<file path="src/rtl/lc4_dmem_arbiter_if.sv">
// Handshake and memory-port bundle between the LC4 data-memory arbiter,
// its two requesters (processor and secondary engine), and the memory block.
interface lc4_dmem_arbiter_if;
  logic        i_p_req;
  logic [15:0] i_p_addr;
  logic        i_p_we;
  logic [15:0] i_p_wdata;
  logic        o_p_ack;
  logic [15:0] o_p_rdata;

  logic        i_s_req;
  logic [15:0] i_s_addr;
  logic        i_s_we;
  logic [15:0] i_s_wdata;
  logic        o_s_ack;
  logic [15:0] o_s_rdata;

  logic [15:0] o_dmem_addr;
  logic        o_dmem_we;
  logic [15:0] o_dmem_towrite;
  logic [15:0] i_dmem_data;

  logic        o_p_stall;
  logic [1:0]  o_test_stall;

  modport slave (
    input  i_p_req, i_p_addr, i_p_we, i_p_wdata,
    input  i_s_req, i_s_addr, i_s_we, i_s_wdata,
    input  i_dmem_data,
    output o_p_ack, o_p_rdata, o_s_ack, o_s_rdata,
    output o_dmem_addr, o_dmem_we, o_dmem_towrite,
    output o_p_stall, o_test_stall
  );

  modport master (
    output i_p_req, i_p_addr, i_p_we, i_p_wdata,
    output i_s_req, i_s_addr, i_s_we, i_s_wdata,
    output i_dmem_data,
    input  o_p_ack, o_p_rdata, o_s_ack, o_s_rdata,
    input  o_dmem_addr, o_dmem_we, o_dmem_towrite,
    input  o_p_stall, o_test_stall
  );
endinterface

</file>
<file path="src/rtl/lc4_dmem_arbiter.sv">
// Round-robin arbiter sharing the single LC4 data-memory port between the
// processor and a secondary requester, with a fixed gwe-qualified latency.
module lc4_dmem_arbiter #(
  parameter int unsigned LATENCY = 2
) (
  input logic               clk,
  input logic               rst,
  input logic               gwe,
  lc4_dmem_arbiter_if.slave bus
);

  localparam logic [1:0] IDLE = 2'd0;
  localparam logic [1:0] BUSY = 2'd1;
  localparam logic [1:0] RESP = 2'd2;

  localparam logic OWN_P = 1'b0;
  localparam logic OWN_S = 1'b1;

  localparam logic [3:0] COUNT_INIT = 4'(LATENCY - 1);

  logic [1:0]  state;
  logic [3:0]  count;
  logic        last_grant;
  logic        owner;
  logic        lat_we;
  logic [15:0] lat_addr;
  logic [15:0] lat_wdata;
  logic        p_ack;
  logic        s_ack;
  logic [15:0] p_rdata;
  logic [15:0] s_rdata;

  logic        grant_p;
  logic        grant_s;
  logic        last_beat;

  // On a tie the requester that did not win last time gets the port.
  always_comb begin
    grant_p   = bus.i_p_req & (~bus.i_s_req | (last_grant == OWN_S));
    grant_s   = bus.i_s_req & ~grant_p;
    last_beat = (state == BUSY) && (count == 4'd0);
  end

  always_ff @(posedge clk) begin
    if (rst) begin
      state      <= IDLE;
      count      <= 4'd0;
      last_grant <= OWN_S;
      owner      <= OWN_P;
      lat_we     <= 1'b0;
      lat_addr   <= 16'h0000;
      lat_wdata  <= 16'h0000;
      p_ack      <= 1'b0;
      s_ack      <= 1'b0;
      p_rdata    <= 16'h0000;
      s_rdata    <= 16'h0000;
    end else if (gwe) begin
      unique case (state)
        IDLE: begin
          if (grant_p || grant_s) begin
            owner      <= grant_s ? OWN_S : OWN_P;
            last_grant <= grant_s ? OWN_S : OWN_P;
            lat_addr   <= grant_s ? bus.i_s_addr  : bus.i_p_addr;
            lat_we     <= grant_s ? bus.i_s_we    : bus.i_p_we;
            lat_wdata  <= grant_s ? bus.i_s_wdata : bus.i_p_wdata;
            count      <= COUNT_INIT;
            state      <= BUSY;
          end
        end
        BUSY: begin
          if (count != 4'd0) begin
            count <= count - 4'd1;
          end else begin
            // Writes leave the owner's read-data register holding its old value.
            if (!lat_we) begin
              if (owner == OWN_S) s_rdata <= bus.i_dmem_data;
              else                p_rdata <= bus.i_dmem_data;
            end
            p_ack <= (owner == OWN_P);
            s_ack <= (owner == OWN_S);
            state <= RESP;
          end
        end
        RESP: begin
          p_ack <= 1'b0;
          s_ack <= 1'b0;
          state <= IDLE;
        end
        default: begin
          p_ack <= 1'b0;
          s_ack <= 1'b0;
          state <= IDLE;
        end
      endcase
    end
  end

  // The write strobe also drops under rst so an abandoned transaction never writes.
  assign bus.o_dmem_addr    = (state == BUSY) ? lat_addr  : 16'h0000;
  assign bus.o_dmem_towrite = (state == BUSY) ? lat_wdata : 16'h0000;
  assign bus.o_dmem_we      = lat_we & last_beat & gwe & ~rst;

  assign bus.o_p_ack      = p_ack;
  assign bus.o_s_ack      = s_ack;
  assign bus.o_p_rdata    = p_rdata;
  assign bus.o_s_rdata    = s_rdata;
  assign bus.o_p_stall    = bus.i_p_req & ~p_ack;
  assign bus.o_test_stall = {1'b0, bus.i_p_req & ~p_ack};

endmodule
</file>
<file path="src/flat_wrapper.sv">
// flat-port wrapper written by rule: the top's interface ports become plain ports
module lc4_dmem_arbiter_flat 
#(
  parameter int unsigned LATENCY = 2
)
  (clk, rst, gwe, bus_i_p_req, bus_i_p_addr, bus_i_p_we, bus_i_p_wdata, bus_i_s_req, bus_i_s_addr, bus_i_s_we, bus_i_s_wdata, bus_i_dmem_data, bus_o_p_ack, bus_o_p_rdata, bus_o_s_ack, bus_o_s_rdata, bus_o_dmem_addr, bus_o_dmem_we, bus_o_dmem_towrite, bus_o_p_stall, bus_o_test_stall);
  lc4_dmem_arbiter_if bus_i ();
  input logic clk;
  input logic rst;
  input logic gwe;
  input wire logic [$bits(bus_i.i_p_req)-1:0] bus_i_p_req;
  input wire logic [$bits(bus_i.i_p_addr)-1:0] bus_i_p_addr;
  input wire logic [$bits(bus_i.i_p_we)-1:0] bus_i_p_we;
  input wire logic [$bits(bus_i.i_p_wdata)-1:0] bus_i_p_wdata;
  input wire logic [$bits(bus_i.i_s_req)-1:0] bus_i_s_req;
  input wire logic [$bits(bus_i.i_s_addr)-1:0] bus_i_s_addr;
  input wire logic [$bits(bus_i.i_s_we)-1:0] bus_i_s_we;
  input wire logic [$bits(bus_i.i_s_wdata)-1:0] bus_i_s_wdata;
  input wire logic [$bits(bus_i.i_dmem_data)-1:0] bus_i_dmem_data;
  output wire logic [$bits(bus_i.o_p_ack)-1:0] bus_o_p_ack;
  output wire logic [$bits(bus_i.o_p_rdata)-1:0] bus_o_p_rdata;
  output wire logic [$bits(bus_i.o_s_ack)-1:0] bus_o_s_ack;
  output wire logic [$bits(bus_i.o_s_rdata)-1:0] bus_o_s_rdata;
  output wire logic [$bits(bus_i.o_dmem_addr)-1:0] bus_o_dmem_addr;
  output wire logic [$bits(bus_i.o_dmem_we)-1:0] bus_o_dmem_we;
  output wire logic [$bits(bus_i.o_dmem_towrite)-1:0] bus_o_dmem_towrite;
  output wire logic [$bits(bus_i.o_p_stall)-1:0] bus_o_p_stall;
  output wire logic [$bits(bus_i.o_test_stall)-1:0] bus_o_test_stall;
  assign bus_i.i_p_req = bus_i_p_req;
  assign bus_i.i_p_addr = bus_i_p_addr;
  assign bus_i.i_p_we = bus_i_p_we;
  assign bus_i.i_p_wdata = bus_i_p_wdata;
  assign bus_i.i_s_req = bus_i_s_req;
  assign bus_i.i_s_addr = bus_i_s_addr;
  assign bus_i.i_s_we = bus_i_s_we;
  assign bus_i.i_s_wdata = bus_i_s_wdata;
  assign bus_i.i_dmem_data = bus_i_dmem_data;
  assign bus_o_p_ack = bus_i.o_p_ack;
  assign bus_o_p_rdata = bus_i.o_p_rdata;
  assign bus_o_s_ack = bus_i.o_s_ack;
  assign bus_o_s_rdata = bus_i.o_s_rdata;
  assign bus_o_dmem_addr = bus_i.o_dmem_addr;
  assign bus_o_dmem_we = bus_i.o_dmem_we;
  assign bus_o_dmem_towrite = bus_i.o_dmem_towrite;
  assign bus_o_p_stall = bus_i.o_p_stall;
  assign bus_o_test_stall = bus_i.o_test_stall;
  lc4_dmem_arbiter #(.LATENCY(LATENCY)) u_core (.clk(clk), .rst(rst), .gwe(gwe), .bus(bus_i));
endmodule
</file>
<file path="config.mk">
export PLATFORM = sky130hd
export DESIGN_NAME = lc4_dmem_arbiter_flat
export DESIGN_NICKNAME = d
export VERILOG_FILES = /design/src/rtl/lc4_dmem_arbiter_if.sv /design/src/rtl/lc4_dmem_arbiter.sv /design/src/flat_wrapper.sv
export SDC_FILE = /design/constraint.sdc
export NUM_CORES = 1
export LEC_CHECK = 0
export CORE_ASPECT_RATIO = 0.9
export CORE_MARGIN = 2
export CORE_UTILIZATION = 47
export DETAILED_ROUTE_END_ITERATION = 10
export PLACE_DENSITY = 0.95
export SLEW_MARGIN = 20
export SYNTH_ARGS = -nofsm -noshare
export SYNTH_HDL_FRONTEND = slang
export SYNTH_SLANG_ARGS = --single-unit
</file>
<file path="constraint.sdc">
create_clock -name clk -period 2.3 [get_ports clk]
set_input_delay 0.46 -clock clk [delete_from_list [all_inputs] [get_ports clk]]
set_output_delay 0.46 -clock clk [all_outputs]
set_load 0.02 [all_outputs]
</file>
==> impl_metrics.csv, run 1 <==
group,metric,value,unit
finish,fillers,547,
power_and_ir_drop,power_leakage,2.14,nW
setup_path,arrival,1.73,ns
timing,setup_tns,0,ns
synth,synth_top_area_cell,"dfxtp_1",
placed_design,place.gp.congestion,0.853,
drt,postRouteAntennaNets,0,
drt,vias,3924,
grt,grt_max_degree,70,
floorplan,rows,31,
min_path,min_path_type,"in2reg",
finish,finalCoreUtilization,0.700,
power_and_ir_drop,irDropWorstVdd,316,uV
setup_path,startpoint,"bus_i_p_req",
floorplan,die_height,89.2,um
timing,fin_crit_sh,0.951,
clock_network,clk_pin_slew,0.09,ns
synth,synth.most_common_cell,"dfxtp_1",
floorplan,die_w,98.6,um
synth,postSynthCellCount,443,
clock_network,cts_hold_buffers,0,
synth,ys_ff_latch,75,
drt,routed_wl,11200,um
setup_path,critPathCaptureType,"primary output",
synth,syn_avg_cell_area,8.55,um^2
placed_design,dp_cells,669,
floorplan,die_area,0.00879,mm^2
timing,finalMaxSlewViolations,0,
timing,skew,0.0127,ns
synth,synth_top_area_frac,0.396,
min_path,hold_start,"rst",
timing,worst_slew_pin_slew,0.887,ns
setup_path,path_max_fanout,2,
synth,yosysWarnings,0,
clock_network,clock_path_buffers,2,
grt,grt_pass1_wl,17800,um
drt,drcViolationCount,0,
grt,antenna_found_initial,0,
drt,wl_per_cell,16.4,um
drt,drt_iter0_drc,179,
finish,drive_gt1_frac,0.140,
placed_design,placed_area,0.00541,mm^2
setup_path,critPathKind,"in2out",
grt,grt.total_usage,0.249,
synth,synth_flop_cell,"dfxtp_1",
clock_network,cts_root_buffer,"clkbuf_8",
synth,synth_commonest_cells,"dfxtp_1, nand2_1, a21oi_1",
setup_path,crit_path_start_kind,"primary input",
clock_network,cts_tree,"done",
floorplan,io_pins,157,
timing,rsz0062_at_grt,"no",
finish,syn_to_final_growth,47.0,%
placed_design,portBuffers,155,
clock_network,cts_setup_buffers,0,
finish,fin_cells,685,
synth,synth_edf_count,0,
synth,synth-async-reset-ratio,0,
drt,vias_per_cell,5.73,
timing,min_period,2.19,ns
synth,synth_cell_type_count,47,
clock_network,clock_latency,0.35,ns
timing,max_freq,457,MHz
power_and_ir_drop,powerDensity,592,mW/mm^2
finish,antenna_cells,0,
floorplan,core,0.00795,mm^2
timing,timing.hold.ws,0.360,ns
timing,setup_viol,0,
clock_network,numCtsBuffers,9,
grt,grt_pass1_vias,3806,
synth,yosysSeqAreaShare,0.396,
clock_network,cts_sinks,75,
timing,relSlewSlack,0.408,
drt,dr.pass1.iters,5,
setup_path,critPathRequiredTime,1.84,ns
setup_path,r2r_start,"u_core.count[0]$_SDFFE_PP0P_",
job,cap_violations,0,
synth,synth_area,0.00379,mm^2
floorplan,floorplan.initialDensity,0.476,
synth,netlist_top_cells_area,"dfxtp_1, a311oi_2, a21oi_1, nand2_1, and2_1",
synth,synth_nets,532,
finish,num-nets-final,670,
finish,design_area,0.00557,mm^2
placed_design,hpwl,8110,um
grt,grt-ovfl-total,0,
timing,hold_viol,0,
setup_path,r2r_setup_slack,0.50,ns
outcome,outcome,"finished clean",
clock_network,htree_levels,3,
-- critical path, cell delays in order --
cell	delay, ns
clkdlybuf4s50_1	0.47
nor2b_1	0.17
clkdlybuf4s50_1	0.63
-- cells in the final DEF (no fill, tap or decap), drive strengths merged, types with 3 or more instances in the layout --
cell type      Yosys  routed
o21ai             33      33
clkbuf            23      10
dfxtp             75      75
clkdlybuf4s50      0     120
buf               26      22
dlygate4sd2        0      32
nor2b              3       3
a311oi            33      33
nand3             33      33
a21oi             69      69
and2              33      33
nand2             70      70
inv                6      10
-- report_power, final --
| part | leakage [nW] | internal (mW) | switching, mW |
|---|---|---|---|
| Sequential | 0.613 | 1.38 | 0.0507 |
| Combinational | 1.42 | 0.384 | 0.433 |
| Clock | 0.101 | 0.518 | 0.533 |
-- worst paths after layout --
check	endpoint	depth (start not counted)
worst max register to register	u_core.count[3]$_SDFFE_PP0P_	6
worst max-delay path	bus_o_p_stall	3
worst min register to register	u_core.bus.o_p_rdata[12]$_SDFFE_PP0P_	2
worst min-delay path	u_core.lat_addr[2]$_SDFFE_PP0P_	2
-- per-layer routing --
metal | GRT usage | routed length (um) | up-vias
li1 | - | - | 1855
met1 | 0.302 | 4380 | 1817
met2 | 0.439 | 5730 | 235
met3 | 0.0516 | 957 | 17
met4 | 0.0996 | 161 | 0
met5 | 0 | 0 | -
-- timing repair --
item / 4_1_cts / 5_1_grt
gates resized for setup: 34 / 3
setup endpoints to repair: 33 / 3
gates cloned: 0 / 0
-- state kept, by name, indices dropped and copies added (netlist names) --
name / cells
u_core.lat_addr: 16
u_core.lat_wdata: 16
u_core.bus.o_s_ack: 1
u_core.bus.o_s_rdata: 16
u_core.bus.o_p_rdata: 16
u_core.lat_we: 1
u_core.count: 4
u_core.bus.o_p_ack: 1
u_core.state: 2
u_core.owner: 1
u_core.last_grant: 1
-- cell type report --
class,count,area (um^2),share of cell area
well taps,99,124,0.0222
inverters,6,22.5,0.00404
clock buffers,9,124,0.0222
flip-flops and latches,75,1500,0.270
repair buffers,176,1710,0.307
clock inverters,7,81.3,0.0146
multi-input cells,313,2000,0.360
-- stage by stage --
step	setup slack, ns	total power [mW]
detailed placement	-0.160	2.28
CTS	0.00715	3.31
finish	0.113	3.30
floorplan	0.169	1.94
global placement	-0.118	2.25
global route	0.00587	3.45
-- logic make-up after synthesis --
| group | Yosys count | share of synthesized area |
|---|---|---|
| AOI/OAI and AO/OA | 149 | 0.294 |
| muxes | 1 | 0.00264 |
| adders and majority gates | 2 | 0.00661 |
| DFF | 75 | 0.396 |
| buffers and inverters | 55 | 0.0780 |
| and+or+nand+nor | 160 | 0.221 |
| other | 1 | 0.000990 |
No activity file was read; power rests on OpenSTA's default activity.
==> run 2: changes to the inputs <==
--- a/config.mk
+++ b/config.mk
@@ -9,6 +9,7 @@
 export CORE_MARGIN = 2
 export CORE_UTILIZATION = 47
 export DETAILED_ROUTE_END_ITERATION = 10
+export GPL_TIMING_DRIVEN = 0
 export PLACE_DENSITY = 0.95
 export SLEW_MARGIN = 20
 export SYNTH_ARGS = -nofsm -noshare
==> impl_metrics.csv, run 2 (synthesized netlist as in run 1, its figures left out) <==
group,metric,value,unit
finish,fin_cells,714,
floorplan,rows,31,
setup_path,critPathKind,"reg2out",
floorplan,floorplan.initialDensity,0.476,
power_and_ir_drop,powerDensity,576,mW/mm^2
timing,hold_viol,0,
timing,relSlewSlack,0.515,
placed_design,placed_area,0.00544,mm^2
timing,worst_slew_pin_slew,0.728,ns
timing,setup_viol,0,
drt,dr.pass1.iters,7,
clock_network,cts_tree,"done",
setup_path,path_max_fanout,10,
grt,grt_pass1_wl,17800,um
drt,routed_wl,11700,um
placed_design,place_ws,-0.338,ns
finish,multi_input_area,0.00201,mm^2
clock_network,cts_hold_buffers,0,
clock_network,cts_root_buffer,"clkbuf_8",
clock_network,clock_path_buffers,2,
finish,seq_area,0.00150,mm^2
clock_network,cts_sinks,75,
clock_network,numCtsBuffers,9,
clock_network,clock_latency,0.36,ns
floorplan,die_area,0.00879,mm^2
finish,num-nets-final,699,
finish,fillers,587,
setup_path,critPathCaptureType,"primary output",
power_and_ir_drop,p_clk_frac,0.298,
power_and_ir_drop,p_int,2.19,mW
timing,fin_crit_sh,0.983,
drt,drt_iter0_drc,224,
floorplan,die_height,89.2,um
power_and_ir_drop,irDropWorstVdd,442,uV
timing,skew,0.0109,ns
grt,antenna_found_initial,0,
drt,vias,4081,
power_and_ir_drop,p_comb_frac,0.263,
finish,design_area,0.00564,mm^2
floorplan,die_w,98.6,um
floorplan,core,0.00795,mm^2
drt,drcViolationCount,0,
placed_design,hpwl,8760,um
timing,max_freq,442,MHz
power_and_ir_drop,p_sw,1.06,mW
drt,vias_per_cell,5.72,
setup_path,arrival,1.80,ns
finish,syn_to_final_growth,48.9,%
finish,layout_commonest_cell,"clkdlybuf4s50_1",
timing,finalMaxSlewViolations,0,
job,cap_violations,0,
finish,antenna_cells,0,
grt,grt_pass1_vias,3815,
grt,grt.total_usage,0.254,
placed_design,dp_cells,695,
setup_path,crit_path_start_kind,"flop",
clock_network,clk_pin_slew,0.09,ns
finish,final_cell_mix,"clkdlybuf4s50_1, dfxtp_1, nand2_1",
min_path,min_path_type,"reg2reg",
clock_network,htree_levels,3,
timing,min_period,2.26,ns
power_and_ir_drop,power_leakage,2.08,nW
grt,grt-ovfl-total,0,
grt,grt_max_degree,16,
setup_path,critPathRequiredTime,1.84,ns
finish,drive_gt1_frac,0.182,
timing,fin_ws,0.0390,ns
drt,postRouteAntennaNets,0,
drt,wl_per_cell,16.4,um
outcome,outcome,"finished clean",
power_and_ir_drop,seqPwrFrac,0.439,
power_and_ir_drop,switching_share,0.327,
finish,finalCoreUtilization,0.709,
floorplan,io_pins,157,
placed_design,portBuffers,153,
placed_design,place.gp.congestion,0.863,
==> run 2: cell count changes in the layout (fill, tap and decap cells not counted), sizes merged <==
cell	previous run	this run
clkbuf	10	40
clkinvlp	1	2
bufinv	1	0
clkinv	1	2
inv	10	9
dlymetal6s2s	1	0
clkdlybuf4s15	0	16
clkdlybuf4s50	120	119
dlygate4sd2	32	8
buf	22	31
==> run 2: critical path, stage by stage (launching register included) <==
cell and delay (ns):
dfxtp_1 0.37, inv_2 0.10, ha_4 0.14, and4bb_2 0.25, buf_6 0.15, nand2_1 0.09, nor3b_2 0.18, buf_4 0.17
==> run 2: worst paths after layout <==
check	startpoint	to	slack, ns	cells past startpoint
setup / recovery	u_core.count[0]$_SDFFE_PP0P_	bus_o_dmem_we	0.04	7
hold / removal	u_core.bus.o_s_rdata[10]$_SDFFE_PP0P_	u_core.bus.o_s_rdata[10]$_SDFFE_PP0P_	0.48	2
setup reg to reg	u_core.count[0]$_SDFFE_PP0P_	u_core.bus.o_p_rdata[14]$_SDFFE_PP0P_	0.46	7
hold reg to reg	u_core.bus.o_s_rdata[10]$_SDFFE_PP0P_	u_core.bus.o_s_rdata[10]$_SDFFE_PP0P_	0.48	2
==> run 2: layer usage <==
| metal | track usage | vias up | wire (um) |
|---|---|---|---|
| met5 | 0 | - | 0 |
| met4 | 0.0859 | 0 | 218 |
| met3 | 0.0688 | 24 | 979 |
| met2 | 0.463 | 206 | 5860 |
| met1 | 0.293 | 1932 | 4670 |
| li1 | - | 1919 | - |
==> run 2: power groups by stage <==
stage                     Combinational (mW)  Clock [mW]  Sequential, mW
after global placement                 0.806           0            1.45
after floorplan                        0.484           0            1.46
after global routing                   0.917        1.03            1.44
after detailed placement               0.831           0            1.45
final                                  0.853       0.969            1.43
after CTS                              0.830       0.968            1.42
==> run 2: area by class of cell <==
cell class / count / area share
well taps: 99 / 0.0220
plain buffers: 49 / 0.0528
clock inverters: 7 / 0.0104
flip-flops and latches: 75 / 0.266
repair buffers: 156 / 0.267
inverters: 6 / 0.00399
multi-input cells: 313 / 0.356
clock buffers: 9 / 0.0220
==> run 2: repair_timing <==
item                                    CTS  global route
endpoints found under the setup margin   35            31
gates resized for setup                  73            27
buffers inserted                          0             3
hold endpoints to repair                  0             0
pin swaps                                 0             2
==> run 2: per-stage QoR <==
stage                     TNS [ns]  total power, mW  hold slack [ns]
after floorplan                  0             1.94            0.453
after global placement       -5.55             2.25            0.452
after detailed placement     -7.02             2.28            0.463
after CTS                   -0.186             3.22            0.476
after global routing        -0.426             3.38            0.504
final                            0             3.25            0.481
